File: src/rtl/mcu_trace_pkg.sv
// Shared types, widths and the record-pack helper for the trace transmitter.
// A record holds five bytes, most significant byte first:
//   B0 {sync, type, Z, C} | B1 {0, addr[11:8]} | B2 addr[7:0] | B3 | B4
package mcu_trace_pkg;

    localparam int unsigned REC_W     = 40;
    localparam int unsigned REC_BYTES = 5;
    localparam int unsigned BYTE_W    = 8;

    typedef enum logic [1:0] {
        TR_RD  = 2'b00,
        TR_WR  = 2'b01,
        TR_IRQ = 2'b10
    } tr_type_e;

    // Assemble one record with B0 in the top byte so it shifts out first.
    function automatic logic [REC_W-1:0] pack_rec(
        input logic [3:0]  sync,
        input tr_type_e    typ,
        input logic        z,
        input logic        c,
        input logic [11:0] addr,
        input logic [7:0]  b3,
        input logic [7:0]  b4
    );
        return {sync, typ, z, c, 4'h0, addr, b3, b4};
    endfunction

endpackage

File: src/rtl/mcu_trace_tx_if.sv
// Byte stream towards the UART transmitter.
//   tx_data  : stream byte
//   tx_valid : tx_data holds a byte waiting to be taken
//   tx_ready : the sink takes the byte on this edge
interface mcu_trace_tx_if;
    import mcu_trace_pkg::*;

    logic [BYTE_W-1:0] tx_data;
    logic              tx_valid;
    logic              tx_ready;

    modport master (output tx_data, output tx_valid, input tx_ready);
    modport slave  (input tx_data, input tx_valid, output tx_ready);
endinterface

File: src/rtl/mcu_trace_tx_fifo.sv
// Synchronous record FIFO with an async active-high reset.
//   push/din       : write when not full
//   pop/dout       : dout shows the head combinationally; pop removes it when not empty
//   full/empty     : derived from count, which is one bit wider than the pointers
//   count          : number of stored records
module trace_fifo #(
    parameter  int unsigned W     = 40,
    parameter  int unsigned DEPTH = 8,
    localparam int unsigned AW    = $clog2(DEPTH),
    localparam int unsigned CW    = AW + 1
) (
    input  logic          clk,
    input  logic          rst,
    input  logic          push,
    input  logic          pop,
    input  logic [W-1:0]  din,
    output logic [W-1:0]  dout,
    output logic          full,
    output logic          empty,
    output logic [CW-1:0] count
);

    logic [W-1:0]  mem [DEPTH];
    logic [AW-1:0] wr_ptr;
    logic [AW-1:0] rd_ptr;
    logic          wr_en;
    logic          rd_en;

    assign full  = (count == CW'(DEPTH));
    assign empty = (count == '0);
    assign wr_en = push & ~full;
    assign rd_en = pop & ~empty;
    assign dout  = mem[rd_ptr];

    // Storage has no reset; only the pointers and count define validity.
    always_ff @(posedge clk) begin
        if (wr_en) begin
            mem[wr_ptr] <= din;
        end
    end

    // Pointer and occupancy tracking; pointers wrap naturally at a power-of-two depth.
    always_ff @(posedge clk or posedge rst) begin
        if (rst) begin
            wr_ptr <= '0;
            rd_ptr <= '0;
            count  <= '0;
        end else begin
            if (wr_en) wr_ptr <= wr_ptr + AW'(1);
            if (rd_en) rd_ptr <= rd_ptr + AW'(1);
            count <= count + CW'(wr_en) - CW'(rd_en);
        end
    end

endmodule

File: src/rtl/mcu_trace_tx.sv
// Debug trace transmitter: captures one 5-byte record per core IO/IRQ event
// into a FIFO and streams the records byte by byte to a UART transmitter.
//   clk, rst           : clock, async active-high reset
//   trace_en, clr_drop : capture enable, drop counter clear pulse
//   address .. C       : observed core state and strobes
//   tx                 : valid/ready byte stream (master side)
//   drop_cnt           : saturating count of lost events
//   busy               : FIFO non-empty or a record in flight
module mcu_trace_tx
    import mcu_trace_pkg::*;
#(
    parameter int unsigned DEPTH = 8,
    parameter logic [3:0]  SYNC  = 4'hA
) (
    input  logic        clk,
    input  logic        rst,
    input  logic        trace_en,
    input  logic        clr_drop,
    input  logic [11:0] address,
    input  logic [7:0]  port_id,
    input  logic [7:0]  out_port,
    input  logic        write_strobe,
    input  logic [7:0]  in_port,
    input  logic        read_strobe,
    input  logic        interrupt_ack,
    input  logic        Z,
    input  logic        C,
    mcu_trace_tx_if.master tx,
    output logic [7:0]  drop_cnt,
    output logic        busy
);

    localparam int unsigned CW = $clog2(DEPTH) + 1;

    typedef enum logic {IDLE = 1'b0, SEND = 1'b1} state_e;

    state_e           state;
    logic [2:0]       idx;
    logic [REC_W-1:0] shreg;

    logic             ev_irq, ev_wr, ev_rd, push;
    tr_type_e         rec_type;
    logic [7:0]       rec_b3, rec_b4;
    logic [1:0]       lower_drops;
    logic [1:0]       drops;
    logic [8:0]       drop_sum;
    logic [REC_W-1:0] rec_in;

    logic [REC_W-1:0] fifo_dout;
    logic             fifo_full, fifo_empty;
    logic [CW-1:0]    fifo_cnt;
    logic [CW-1:0]    cnt_nx;

    logic             last_byte;
    logic             load;
    logic             send_nx;

    assign ev_irq = trace_en & interrupt_ack;
    assign ev_wr  = trace_en & write_strobe;
    assign ev_rd  = trace_en & read_strobe;
    assign push   = ev_irq | ev_wr | ev_rd;

    // Priority select: IRQ over WR over RD; each losing strobe is a drop.
    always_comb begin
        rec_type    = TR_RD;
        rec_b3      = port_id;
        rec_b4      = in_port;
        lower_drops = 2'd0;
        if (ev_irq) begin
            rec_type    = TR_IRQ;
            rec_b3      = 8'h00;
            rec_b4      = 8'h00;
            lower_drops = 2'(ev_wr) + 2'(ev_rd);
        end else if (ev_wr) begin
            rec_type    = TR_WR;
            rec_b4      = out_port;
            lower_drops = 2'(ev_rd);
        end
    end

    assign rec_in = pack_rec(SYNC, rec_type, Z, C, address, rec_b3, rec_b4);

    // Full check uses the pre-pop count, so a push into a full FIFO is lost
    // even when the serializer pops in the same cycle.
    assign drops    = lower_drops + 2'(push & fifo_full);
    assign drop_sum = {1'b0, drop_cnt} + 9'(drops);

    trace_fifo #(
        .W     (REC_W),
        .DEPTH (DEPTH)
    ) u_fifo (
        .clk   (clk),
        .rst   (rst),
        .push  (push),
        .pop   (load),
        .din   (rec_in),
        .dout  (fifo_dout),
        .full  (fifo_full),
        .empty (fifo_empty),
        .count (fifo_cnt)
    );

    assign last_byte = (state == SEND) && (idx == 3'(REC_BYTES - 1)) && tx.tx_ready;
    assign load      = ~fifo_empty && ((state == IDLE) || last_byte);
    assign send_nx   = load || ((state == SEND) && ~last_byte);
    assign cnt_nx    = fifo_cnt + CW'(push & ~fifo_full) - CW'(load);

    // Serializer: shreg holds the bytes still to follow the one on tx_data.
    always_ff @(posedge clk or posedge rst) begin
        if (rst) begin
            state       <= IDLE;
            idx         <= 3'd0;
            shreg       <= '0;
            tx.tx_valid <= 1'b0;
            tx.tx_data  <= 8'h00;
        end else if (load) begin
            state       <= SEND;
            idx         <= 3'd0;
            shreg       <= fifo_dout << 8;
            tx.tx_valid <= 1'b1;
            tx.tx_data  <= fifo_dout[REC_W-1 -: 8];
        end else if (last_byte) begin
            state       <= IDLE;
            idx         <= 3'd0;
            tx.tx_valid <= 1'b0;
            tx.tx_data  <= 8'h00;
        end else if ((state == SEND) && tx.tx_ready) begin
            idx        <= idx + 3'd1;
            shreg      <= shreg << 8;
            tx.tx_data <= shreg[REC_W-1 -: 8];
        end
    end

    // Saturating drop counter; a clear wins over a same-cycle drop.
    always_ff @(posedge clk or posedge rst) begin
        if (rst) begin
            drop_cnt <= 8'h00;
        end else if (clr_drop) begin
            drop_cnt <= 8'h00;
        end else if (drops != 2'd0) begin
            drop_cnt <= (drop_sum > 9'd255) ? 8'hFF : drop_sum[7:0];
        end
    end

    // Busy reflects the state being entered, so it is registered yet current.
    always_ff @(posedge clk or posedge rst) begin
        if (rst) begin
            busy <= 1'b0;
        end else begin
            busy <= send_nx || (cnt_nx != '0);
        end
    end

endmodule

File: src/flat_wrapper.sv
// flat-port wrapper written by rule: the top's interface ports become plain ports
module mcu_trace_tx_flat import mcu_trace_pkg::*;
#(
    parameter int unsigned DEPTH = 8,
    parameter logic [3:0]  SYNC  = 4'hA
)
  (clk, rst, trace_en, clr_drop, address, port_id, out_port, write_strobe, in_port, read_strobe, interrupt_ack, Z, C, drop_cnt, busy, tx_tx_data, tx_tx_valid, tx_tx_ready);
  mcu_trace_tx_if tx_i ();
  input  logic clk;
  input  logic rst;
  input  logic trace_en;
  input  logic clr_drop;
  input  logic [11:0] address;
  input  logic [7:0] port_id;
  input  logic [7:0] out_port;
  input  logic write_strobe;
  input  logic [7:0] in_port;
  input  logic read_strobe;
  input  logic interrupt_ack;
  input  logic Z;
  input  logic C;
  output logic [7:0] drop_cnt;
  output logic busy;
  output wire logic [$bits(tx_i.tx_data)-1:0] tx_tx_data;
  output wire logic [$bits(tx_i.tx_valid)-1:0] tx_tx_valid;
  input wire logic [$bits(tx_i.tx_ready)-1:0] tx_tx_ready;
  assign tx_tx_data = tx_i.tx_data;
  assign tx_tx_valid = tx_i.tx_valid;
  assign tx_i.tx_ready = tx_tx_ready;
  mcu_trace_tx #(.DEPTH(DEPTH), .SYNC(SYNC)) u_core (.clk(clk), .rst(rst), .trace_en(trace_en), .clr_drop(clr_drop), .address(address), .port_id(port_id), .out_port(out_port), .write_strobe(write_strobe), .in_port(in_port), .read_strobe(read_strobe), .interrupt_ack(interrupt_ack), .Z(Z), .C(C), .tx(tx_i), .drop_cnt(drop_cnt), .busy(busy));
endmodule
File: config.mk
export PLATFORM = sky130hd
export DESIGN_NAME = mcu_trace_tx_flat
export DESIGN_NICKNAME = d
export VERILOG_FILES = /design/src/rtl/mcu_trace_pkg.sv /design/src/rtl/mcu_trace_tx_if.sv /design/src/rtl/mcu_trace_tx_fifo.sv /design/src/rtl/mcu_trace_tx.sv /design/src/flat_wrapper.sv
export SDC_FILE = /design/constraint.sdc
export NUM_CORES = 1
export LEC_CHECK = 0
export BUFFER_PORTS_ARGS = -buffer_cell sky130_fd_sc_hd__buf_2
export CAP_MARGIN = 15
export CORE_MARGIN = 4
export CORE_UTILIZATION = 40
export CTS_CLUSTER_SIZE = 20
export DETAILED_ROUTE_END_ITERATION = 10
export PLACE_DENSITY_LB_ADDON = 0.15
export SLEW_MARGIN = 20
export SYNTH_ARGS = -nofsm -noshare
export SYNTH_HDL_FRONTEND = slang
export SYNTH_SLANG_ARGS = --single-unit
export TNS_END_PERCENT = 20
File: constraint.sdc
create_clock -name clk -period 5 [get_ports clk]
set_input_delay 0.75 -clock clk [delete_from_list [all_inputs] [get_ports clk]]
set_output_delay 0.75 -clock clk [all_outputs]
set_load 0.03 [all_outputs]
# Word level (Yosys, flattened, before mapping)
# Memories as Yosys holds them, arrays and structs flattened.
# Cells that the tools add are included.
[totals] regBits=71 ramBits=256 in_bits=46 out_inout_bits=18 elab_cells=77 mem_count=1
[op_classes] addsub=10 order_cmp=1 n_eq_ne=3 muxes=23 bitwise=14 n_reduce_logical=16
[mem_list] memory="u_core.u_fifo.mem" depth=8 width=32 read_ports=1 rd_clocked_by_memory_dff=0 wr=1 line="mcu_trace_tx_fifo.sv:23" source="logic [W-1:0] mem [DEPTH];"
[op_table] operator="40-bit two-way mux" n=3
[op_table] operator="8-bit two-way mux" n=9
[op_table] operator="3-bit by 1-bit adder with 3-bit output (second input constant)" n=3
[op_table] operator="8-bit by 2-bit adder with 9-bit output" n=1
[op_table] operator="9-bit by 8-bit greater-than comparator with 1-bit output (second input constant)" n=1
[op_table] operator="3-bit two-way mux" n=3
[op_table] operator="2-bit nonzero test" n=4
[op_table] operator="4-bit by 1-bit subtractor with 4-bit output" n=2
[op_table] operator="1-bit AND" n=6
[op_table] operator="1-bit two-way mux" n=6
[op_table] operator="1-bit logical AND" n=5
[op_table] operator="4-bit by 1-bit adder with 4-bit output" n=1
[op_table] operator="4-bit adder" n=1
[op_table] operator="1-bit by 4-bit AND with 4-bit output" n=1
[op_table] operator="4-bit == test (second input constant)" n=1
[op_table] operator="4-bit logical NOT" n=1
[op_table] operator="2-bit two-way mux" n=2
[op_table] operator="1-bit NOT" n=4
[op_table] operator="1-bit NOT with 4-bit output" n=1
[op_table] operator="4-bit nonzero test" n=1
[op_table] operator="3-bit == test (second input constant)" n=1
[op_table] operator="1-bit logical OR" n=3
[op_table] operator="3-bit nonzero test" n=1
[op_table] operator="1-bit by 1-bit adder with 2-bit output" n=1
[op_table] operator="4 further kinds" n=5

# Depth between registers and ports, before layout
# Gate-level depths: netlist (run 1).
[depth] depth_word=10 mapped_depth=14

# Modules after synthesis
# From an unflattened synthesis (run 1), not the netlist that was laid out.
[unflattened] hier_cells=864 hier_area_um2=15919.0
[by_module_without_submodules] module="trace_fifo" instances=1 cells_per_inst=522 area_each_um2=12908.6 seq_area_each_um2=9859.5
[by_module_without_submodules] module="mcu_trace_tx" instances=1 cells_per_inst=342 area_each_um2=3010.4 seq_area_each_um2=1326.3

# Least setup slack after synthesis (run 1)
# OpenSTA, ideal clock, no wires.
[synth_timing] kind="input to register" from="input write_strobe" to="memory u_core.u_fifo.mem[1][0] (netlist name), enable pin" t_arrival_ns=3.715 slack_ns=0.824 stages=5 path_buffers=1 cell_sequence="clkbuf_2 -> o31ai_1 -> a21oi_1 -> nand2_1 -> nor3_1"
[synth_between] elab_chain_cells=6
[synth_rtl] element="from (decl)" line="flat_wrapper.sv:16" source="input logic write_strobe;"
[synth_rtl] element="1-bit AND" line="mcu_trace_tx.sv:59" source="assign ev_wr = trace_en & write_strobe;"
[synth_rtl] element="1-bit bitwise OR (2 in series)" line="mcu_trace_tx.sv:61" source="assign push = ev_irq | ev_wr | ev_rd;"
[synth_rtl] element="1-bit AND" line="mcu_trace_tx_fifo.sv:31" source="assign wr_en = push & ~full;"
[synth_rtl] element="1-bit two-way mux" line="mcu_trace_tx_fifo.sv:37" source="if (wr_en) begin"
[synth_rtl] element="1-bit two-way mux (implied by the code)" line="mcu_trace_tx_fifo.sv:38" source="mem[wr_ptr] <= din;"
[synth_rtl] element="to (decl)" line="mcu_trace_tx_fifo.sv:23"
# Every way passes these cells.

# Worst setup path in the final report (run 1)
[layout_timing] from="register u_core.u_fifo.count[2]" to="register u_core.busy"
[layout_between] elab_chain_cells=7 elab_cells_between_ends=11 cone_classes="add/sub: 2; eq/ne: 1; bitwise: 3; reduce/logical: 5"
[layout_rtl] element="from (decl)" line="mcu_trace_tx_fifo.sv:20" source="output logic [CW-1:0] count"
[layout_rtl] element="from (signal assigned)" line="mcu_trace_tx_fifo.sv:51" source="count <= count + CW'(wr_en) - CW'(rd_en);"
[layout_rtl] element="4-bit == test" line="mcu_trace_tx_fifo.sv:29" source="assign full = (count == CW'(DEPTH));"
[layout_rtl] element="1-bit NOT with 4-bit output" line="mcu_trace_tx.sv:106" source="assign cnt_nx = fifo_cnt + CW'(push & ~fifo_full) - CW'(load);"
[layout_rtl] element="1-bit by 4-bit AND with 4-bit output" line="mcu_trace_tx.sv:106"
[layout_rtl] element="4-bit adder" line="mcu_trace_tx.sv:106"
[layout_rtl] element="4-bit by 1-bit subtractor with 4-bit output" line="mcu_trace_tx.sv:106"
[layout_rtl] element="4-bit nonzero test" line="mcu_trace_tx.sv:150" source="busy <= send_nx || (cnt_nx != '0);"
[layout_rtl] element="1-bit logical OR *" line="mcu_trace_tx.sv:150"
[layout_rtl] element="to (signal assigned)" line="mcu_trace_tx.sv:150"
[layout_rtl] element="to (decl)" line="mcu_trace_tx.sv:30" source="output logic busy"
# Every way passes the cells marked *; elsewhere a longest branch is shown, timed or not.
# A chain may end at the register's enable or synchronous reset.

==> results of run 1 <==
final timing paths:
| check | depth (start not counted) | from | endpoint |
|---|---|---|---|
| setup / recovery | 12 | u_core.u_fifo.count[2] | u_core.busy |
| hold / removal | 3 | rst | u_core.tx.tx_data[5] |
| setup reg to reg | 12 | u_core.u_fifo.count[2] | u_core.busy |
| hold reg to reg | 1 | u_core.shreg[31] | u_core.shreg[39] |
| max in group asynchronous | 3 | rst | u_core.u_fifo.rd_ptr[1] |
| min in group clk | 1 | u_core.shreg[31] | u_core.shreg[39] |
state kept, by name, summed over array words and instances (netlist names), 3 cells and up:
register,count
u_core.u_fifo.wr_ptr,3
u_core.idx,3
u_core.drop_cnt,8
u_core.shreg,32
u_core.u_fifo.count,4
u_core.u_fifo.mem,256
u_core.u_fifo.rd_ptr,3
u_core.tx.tx_data,8
through the flow:
step           utilization (%)  hold WS [ns]
2_1_floorplan                -         0.456
3_3_place_gp              43.9         0.474
3_5_place_dp              43.9         0.479
4_1_cts                   47.5         0.495
5_1_grt                   47.5         0.513
6_report                  47.5         0.482
area by class of cell:
cell class,instances,area [µm²]
clock buffers,46,1020
clock inverters,17,110
fillers,2631,16200
inverters,23,86.3
multi-input cells,302,3230
flip-flops and latches,319,9270
well taps,396,495
repair buffers,85,480
worst reg2reg max path, cell delays in order, from the launching register on:
cell and delay, ns:
dfrtp_1 0.36, inv_1 0.10, ha_1 0.16, or3b_2 0.52
nand2_1 0.41, inv_2 0.34, ha_1 0.38, inv_1 0.06
ha_1 0.17, inv_1 0.06, fa_1 0.38, xnor2_1 0.15
or4_1 0.51
cell usage after synthesis (2+ instances only):
cell / count
mux2_2: 2
mux2i_1: 33
nand2_1: 18
mux4_2: 64
or4_1: 2
o22ai_1: 21
a311oi_1: 4
a22oi_1: 4
nor3b_1: 2
a21oi_1: 34
or2_2: 2
xnor2_1: 4
a211oi_1: 3
o2bb2ai_1: 9
buf_2: 13
dfrtp_1: 63
o311ai_0: 2
nand3_1: 4
nand2b_1: 5
clkbuf_1: 11
nor2b_1: 3
inv_1: 22
ha_1: 13
o21ai_0: 6
nor3_1: 5
nor2_1: 16
xor2_1: 4
a22o_1: 14
edfxtp_1: 256
a21o_1: 2
fa_1: 2
and2_1: 9
buf_1: 6
logic make-up (layout without fill, tap and decap cells):
family	after synthesis	count (layout)
buffers and inverters	56	171
XOR/XNOR	8	8
multiplexers	101	101
AND/OR/NAND/NOR	71	71
adder cells (fa/ha/maj)	15	15
AO/OA/AOI/OAI	107	107
flip-flops	319	319
layer usage:
layer	part of all wire (%)	track usage (%)	vias up
li1	-	-	2902
met1	45	22.3	3433
met2	50	27.0	105
met3	3.5	2.83	33
met4	1.4	3.24	0
met5	0	0	-
where the power goes:
| group | internal, W | switching, W |
|---|---|---|
| registers | 0.00336 | 0.000387 |
| logic | 0.000932 | 0.00110 |
| clock network | 0.00149 | 0.000992 |
==> results by group, run 1 <==
Die
  – Initial Utilization: between 40% and 50%
  – Core area: 0.0309 mm²
  – Die ar.: about 0.035 mm²
  – Die W: about 190 µm
  – # rows: 64
  – Die Height: about 190 µm
  – # IOs: 64

Route
  – Drt wl/cell: about 23 µm
  – Vias: about 6,500
  – Drt first-iter violations: 320
  – DRC viols: 0
  – DRT Wirelength: about 27,000 µm
  – Number of routed nets with antenna violations: 0
  – DRT Pass-1 Iters: 4
  – Vias/cell: ~5.4

Setup path
  – Slowest cell on the critical path: or3b_2
  – CP cell instances: inv_1, ha_1, or3b_2, nand2_1, inv_2, ha_1, inv_1, ha_1, inv_1, fa_1, xnor2_1, or4_1
  – CP Buf/Inv Count: 4
  – Max stage delay on crit path: roughly 0.52 ns
  – CP max FO: 25
  – Worst path top cell family by delay: simple AND/OR/NAND/NOR gates
  – Crit path arrival time: 4.08 ns
  – R2r setup slk: 1.28 ns
  – Crit end category: register
  – WP data required: between 5 and 6 ns
  – Crit Path Class: reg -> reg
  – CP Launch Type: register

Logic synthesis
  – Post-synth EDFFs: roughly 260
  – Main combinational cell family by area after synthesis: multiplexers
  – Syn Area/Cell: around 19 µm²
  – Syn nets: between 700 and 800
  – Synth async-reset ratio: 19.7%
  – Mux contribution to synthesized area: about 14%
  – Synth top area share: between 60% and 70%
  – Seq/Total Area, Yosys: 73.1%
  – Post-synthesis cell count: about 680
  – Synth top area cells: edfxtp_1 (61%), dfrtp_1 (12%), mux4_2 (11%)
  – Simple-Gate Fraction of Synth Area: 2.89%
  – Post-synth top area cell: edfxtp_1
  – Synth Area in Adders: between 1.5 and 2%
  – Yosys cell types: 52
  – Synth Register Bits: between 300 and 400
  – Post-synthesis compound-gate area fraction: 5.63%
  – Most used flip-flop cell after synthesis: edfxtp_1
  – YS warnings: 0
  – Post-Synth XOR/XNOR Area: 0.553%
  – Netlist Area Pre-Place: between 0.01 and 0.015 mm²

STA
  – Final period utilization: ~74%
  – Slew Limit Fails: 0
  – Post-Route Setup TNS: 0 ns
  – RSZ-0062 raised after global routing: false
  – Final Hold Vio Count: 0
  – Final setup viols: 0
  – Slew @ Worst Pin: approximately 1 ns
  – Slew headroom: around a third
  – Clock skew: roughly 0.018 ns
  – Peak Freq: between 200 and 300 MHz
  – Worst setup slack after layout: 1.28 ns
  – Final min period: between 3 and 4 ns

Global routing
  – Vias in the first global route: around 7,000
  – Largest net degree at the start of global routing: 64
  – Total Routing Usage GR: around 16%
  – First-pass GRT wire length: between 40,000 and 50,000 µm
  – Initial antenna violation count: 0
  – GRT overflow: 0

Place
  – Post-DP HPWL: 16,500 µm
  – Placer Congestion: about 0.78
  – Pre-CTS WS: 1.25 ns
  – Placed Instances: around 1,100
  – Dpl cell area: 0.0136 mm²
  – Buffers on Ports: 63

Power and ir drop
  – Worst vdd ir: 268 µV
  – PD cells: roughly 560 mW/mm²
  – Static leakage: 5.21 nW
  – Power Total: ~0.0083 W

Clock network
  – Clock sinks: between 300 and 400
  – Hold buffer count at CTS: 0
  – Worst-Skew Late Latency: 0.51 ns
  – Clock buffer depth: 3
  – Setup bufs post-CTS: 0
  – Cts repair resizes: 0
  – Reg clk slew, reported paths: approximately 0.060 ns
  – Htree depth: 2
  – Clock root buffer: clkbuf_16
  – Cts bufs inserted: 35
  – CTS tree: yes

Finish
  – Final #Nets: 827
  – Area Overhead vs Synth: 15.9%
  – Most frequent cells in the layout: edfxtp_1 (256), mux4_2 (64), buf_2 (63), dfrtp_1 (60), clkbuf_16 (38)
  – Diodes inserted: 0
  – Most common cell after layout, fill and taps aside: edfxtp_1
  – Share of layout cells above drive strength 1: between 20 and 30%
  – Design area: 0.0147 mm²
  – Fin cells: 1,188

Worst hold path
  – Worst Hold Class: in -> async

Job
  – Max-cap violation count: 0

Run status
  – Run status: completed
Note: power is estimated with default switching activity, not from simulation.
==> run 2, diff against run 1 <==
--- a/config.mk
+++ b/config.mk
@@ -5,6 +5,7 @@
 export SDC_FILE = /design/constraint.sdc
 export NUM_CORES = 1
 export LEC_CHECK = 0
+export ABC_AREA = 1
 export BUFFER_PORTS_ARGS = -buffer_cell sky130_fd_sc_hd__buf_2
 export CAP_MARGIN = 15
 export CORE_MARGIN = 4
==> constraint.sdc (replaced) <==
create_clock -name clk -period 3.2 [get_ports clk]
set_input_delay 0.48 -clock clk [delete_from_list [all_inputs] [get_ports clk]]
set_output_delay 0.48 -clock clk [all_outputs]
set_load 0.03 [all_outputs]
==> run 2 against run 1 <==
Net effect:
- the run now ends with hold timing left
- largest power group unchanged
- combinational power increased by 100%
- first-iteration DRC count is 77% higher
- area after synthesis is 11% higher
- maximum frequency increased by 44%
- non-clock buffer count rose by 3
- via count rose by 46%
==> results by group, run 2 <==
STA
  – Final period utilization: between 80 and 90%
  – Slew Limit Fails: 0
  – Final setup viols: 0
  – Peak Freq: 387 MHz
  – Final min period: 2.58 ns
  – Final Hold Vio Count: 1
  – Clock skew: between 0.015 and 0.02 ns
  – Hold WS: -0.000397 ns
  – Slew headroom: a little under two fifths
  – Slew @ Worst Pin: 0.931 ns
  – RSZ-0062 raised after global routing: false
  – Post-Route Setup TNS: 0 ns

Logic synthesis
  – Syn nets: between 1,000 and 1,500
  – Mux contribution to synthesized area: 0%
  – Most used flip-flop cell after synthesis: edfxtp_1
  – Synth top area share: a little over half
  – Netlist Area Pre-Place: ~0.014 mm²
  – Post-Synth XOR/XNOR Area: less than 1%
  – Post-synthesis cell count: between 1,000 and 1,500
  – YS warnings: 0
  – Count leader, synth: nand2_1
  – Simple-Gate Fraction of Synth Area: about a fifth
  – Post-synth top area cell: edfxtp_1
  – Synth top area cells: edfxtp_1 (55%), dfrtp_1 (11%), nand2_1 (9.6%)
  – Yosys cell types: 27
  – Commonest cells in the synthesized netlist: nand2_1 (357), edfxtp_1 (256), inv_1 (222)
  – Syn Area/Cell: 9.93 µm²
  – Seq/Total Area, Yosys: between 60% and 70%
  – Main combinational cell family by area after synthesis: simple AND/OR/NAND/NOR gates
  – Post-synthesis compound-gate area fraction: approximately 3.2%
  – Synth Area in Adders: between 1 and 1.5%
  – Post-synth EDFFs: 256
  – Synth async-reset ratio: 19.7%
  – Synth Register Bits: 319

Setup path
  – WP data required: around 3.6 ns
  – Reg-to-reg startpoint: u_core.idx[0]
  – CP max FO: 7
  – CP Launch Type: register
  – Crit path arrival time: just under 3 ns
  – R2r endpoint: u_core.busy
  – Crit end category: register
  – R2r setup slk: between 0.6 and 0.7 ns
  – Crit Path Class: reg -> reg
  – Worst r2r path cells: 14

Clock network
  – Clock sinks: 319
  – Clock root buffer: clkbuf_16
  – Worst-Skew Late Latency: 0.51 ns
  – CTS tree: yes
  – Cts repair resizes: 0
  – Htree depth: 2
  – Clock buffer depth: 3
  – Hold buffer count at CTS: 0
  – Reg clk slew, reported paths: around 0.06 ns
  – Cts bufs inserted: 35
  – Setup bufs post-CTS: 0

Finish
  – Fin cells: slightly below 2,000
  – Final #Nets: about 1,500
  – Share of layout cells above drive strength 1: about a tenth
  – Max FFs per register: around 260
  – Most frequent cells in the layout: nand2_1 (357), edfxtp_1 (256), inv_1 (219), nand3_1 (189), nor2_1 (128)
  – Area Overhead vs Synth: 13.8%
  – Diodes inserted: 0
  – Most common cell after layout, fill and taps aside: nand2_1
  – Regs by FF count: u_core.u_fifo.mem (256), u_core.shreg (32)
  – Top reg by flops: u_core.u_fifo.mem

Power and ir drop
  – Static leakage: 6.86 nW
  – Gate power share: a little under a third
  – Share of power burned in registers: between 40% and 50%
  – Switching Fraction: about 36%
  – Worst vdd ir: 1080 µV
  – Psw: between 0.004 and 0.005 W
  – PD cells: about 830 mW/mm²
  – Pint: 0.00853 W
  – Clk pwr share: 26.9%

Die
  – Die ar.: between 0.03 and 0.04 mm²
  – Die Height: roughly 200 µm
  – Core area: approximately 0.035 mm²
  – Initial Utilization: approximately two fifths
  – # IOs: between 60 and 70
  – Die W: about 200 µm
  – # rows: 68

Global routing
  – First-pass GRT wire length: 52,500 µm
  – Vias in the first global route: 9,230
  – Initial antenna violation count: 0
  – Total Routing Usage GR: ~17%
  – GRT overflow: 0
  – Largest net degree at the start of global routing: 130

Job
  – Max-cap violation count: 0

Place
  – Placed Instances: 1,893
  – Buffers on Ports: 63
  – Placer Congestion: 0.816
  – Post-DP HPWL: 18,700 µm

Route
  – Drt first-iter violations: between 500 and 600
  – DRC viols: 0
  – Vias/cell: approximately 4.8
  – Number of routed nets with antenna violations: 0
  – DRT Wirelength: 33,100 µm
  – Vias: about 9,400
  – DRT Pass-1 Iters: 5
  – Drt wl/cell: 17.0 µm

Worst hold path
  – Worst Hold Class: in -> async

Run status
  – Violated checks: hold timing
  – Run status: complete, but fails checks
run 2: cell count changes after synthesis, moves of 12 or more:
cell / before / now
nand3_1: 4 / 189
buf_2: 13 / 25
o21ai_0: 6 / 47
inv_1: 22 / 222
mux4_2: 64 / 0
o22ai_1: 21 / 0
nor2_1: 16 / 136
a22o_1: 14 / 0
mux2i_1: 33 / 0
nand2_1: 18 / 357
clkbuf_1: 11 / 25
run 2: logic make-up after synthesis:
family                   count (synthesis)
AO/OA/AOI/OAI                           88
XOR/XNOR                                 7
adder cells (fa/ha/maj)                 15
buffers and inverters                  287
flip-flops                             319
AND/OR/NAND/NOR                        696
run 2: cell type report:
cell class                      count  area (µm²)
Sequential cell                   319        9270
Tap cell                          455         569
Inverter                          225         846
Fill cell                        3287       18600
Timing Repair Buffer               88         591
Clock buffer                       45         913
Multi-Input combinational cell    806        3680
Clock inverter                     16        82.6
run 2: worst max path at each step:
stage | slack (ns) | cells after the start | from | to
2_1_floorplan | 0.29 | 5 | interrupt_ack | u_core.u_fifo.mem[0][0]
3_3_place_gp | 0.36 | 14 | write_strobe | u_core.drop_cnt[4]
3_5_place_dp | 0.33 | 14 | trace_en | u_core.drop_cnt[5]
4_1_cts | 0.61 | 14 | u_core.idx[0] | u_core.busy
5_1_grt | 0.36 | 14 | u_core.idx[0] | u_core.busy
6_report | 0.62 | 14 | u_core.idx[0] | u_core.busy
run 2: per-stage QoR:
stage	cell area (µm²)	total power [W]	util [%]	hold WS [ns]	setup slack [ns]
2_1_floorplan	14000	0.00844	-	0.442	0.291
3_3_place_gp	15000	0.00981	43.3	0.460	0.355
3_5_place_dp	15000	0.00985	43.3	0.460	0.333
4_1_cts	16000	0.0135	46.2	0.00292	0.607
5_1_grt	16000	0.0142	46.2	0.0434	0.357
6_report	16000	0.0133	46.2	-0.000397	0.616
run 2: power groups by stage:
stage          registers, W  logic, W  clock network [W]
4_1_cts             0.00556   0.00424            0.00368
2_1_floorplan       0.00567   0.00276                  0
3_3_place_gp        0.00562   0.00419                  0
5_1_grt             0.00562   0.00471            0.00385
6_report            0.00556   0.00416            0.00357
3_5_place_dp        0.00564   0.00422                  0
run 2: worst max-delay path, stage by stage, from the launching register on:
cell	delay (ns)
dfrtp_1	0.37
inv_1	0.08
ha_1	0.18
nand2_2	0.12
o21ai_2	0.17
nand2_2	0.11
inv_2	0.07
ha_1	0.21
inv_1	0.06
ha_1	0.15
inv_1	0.05
fa_1	0.47
inv_1	0.05
nor4_1	0.27
nand2_1	0.08
run 2: metal layers:
metal	up-vias	track usage, %	share of wire, %
met2	157	29.2	48
met3	36	2.40	3.6
li1	4691	-	-
met5	-	0	0
met1	4550	24.2	47
met4	0	3.26	1.4
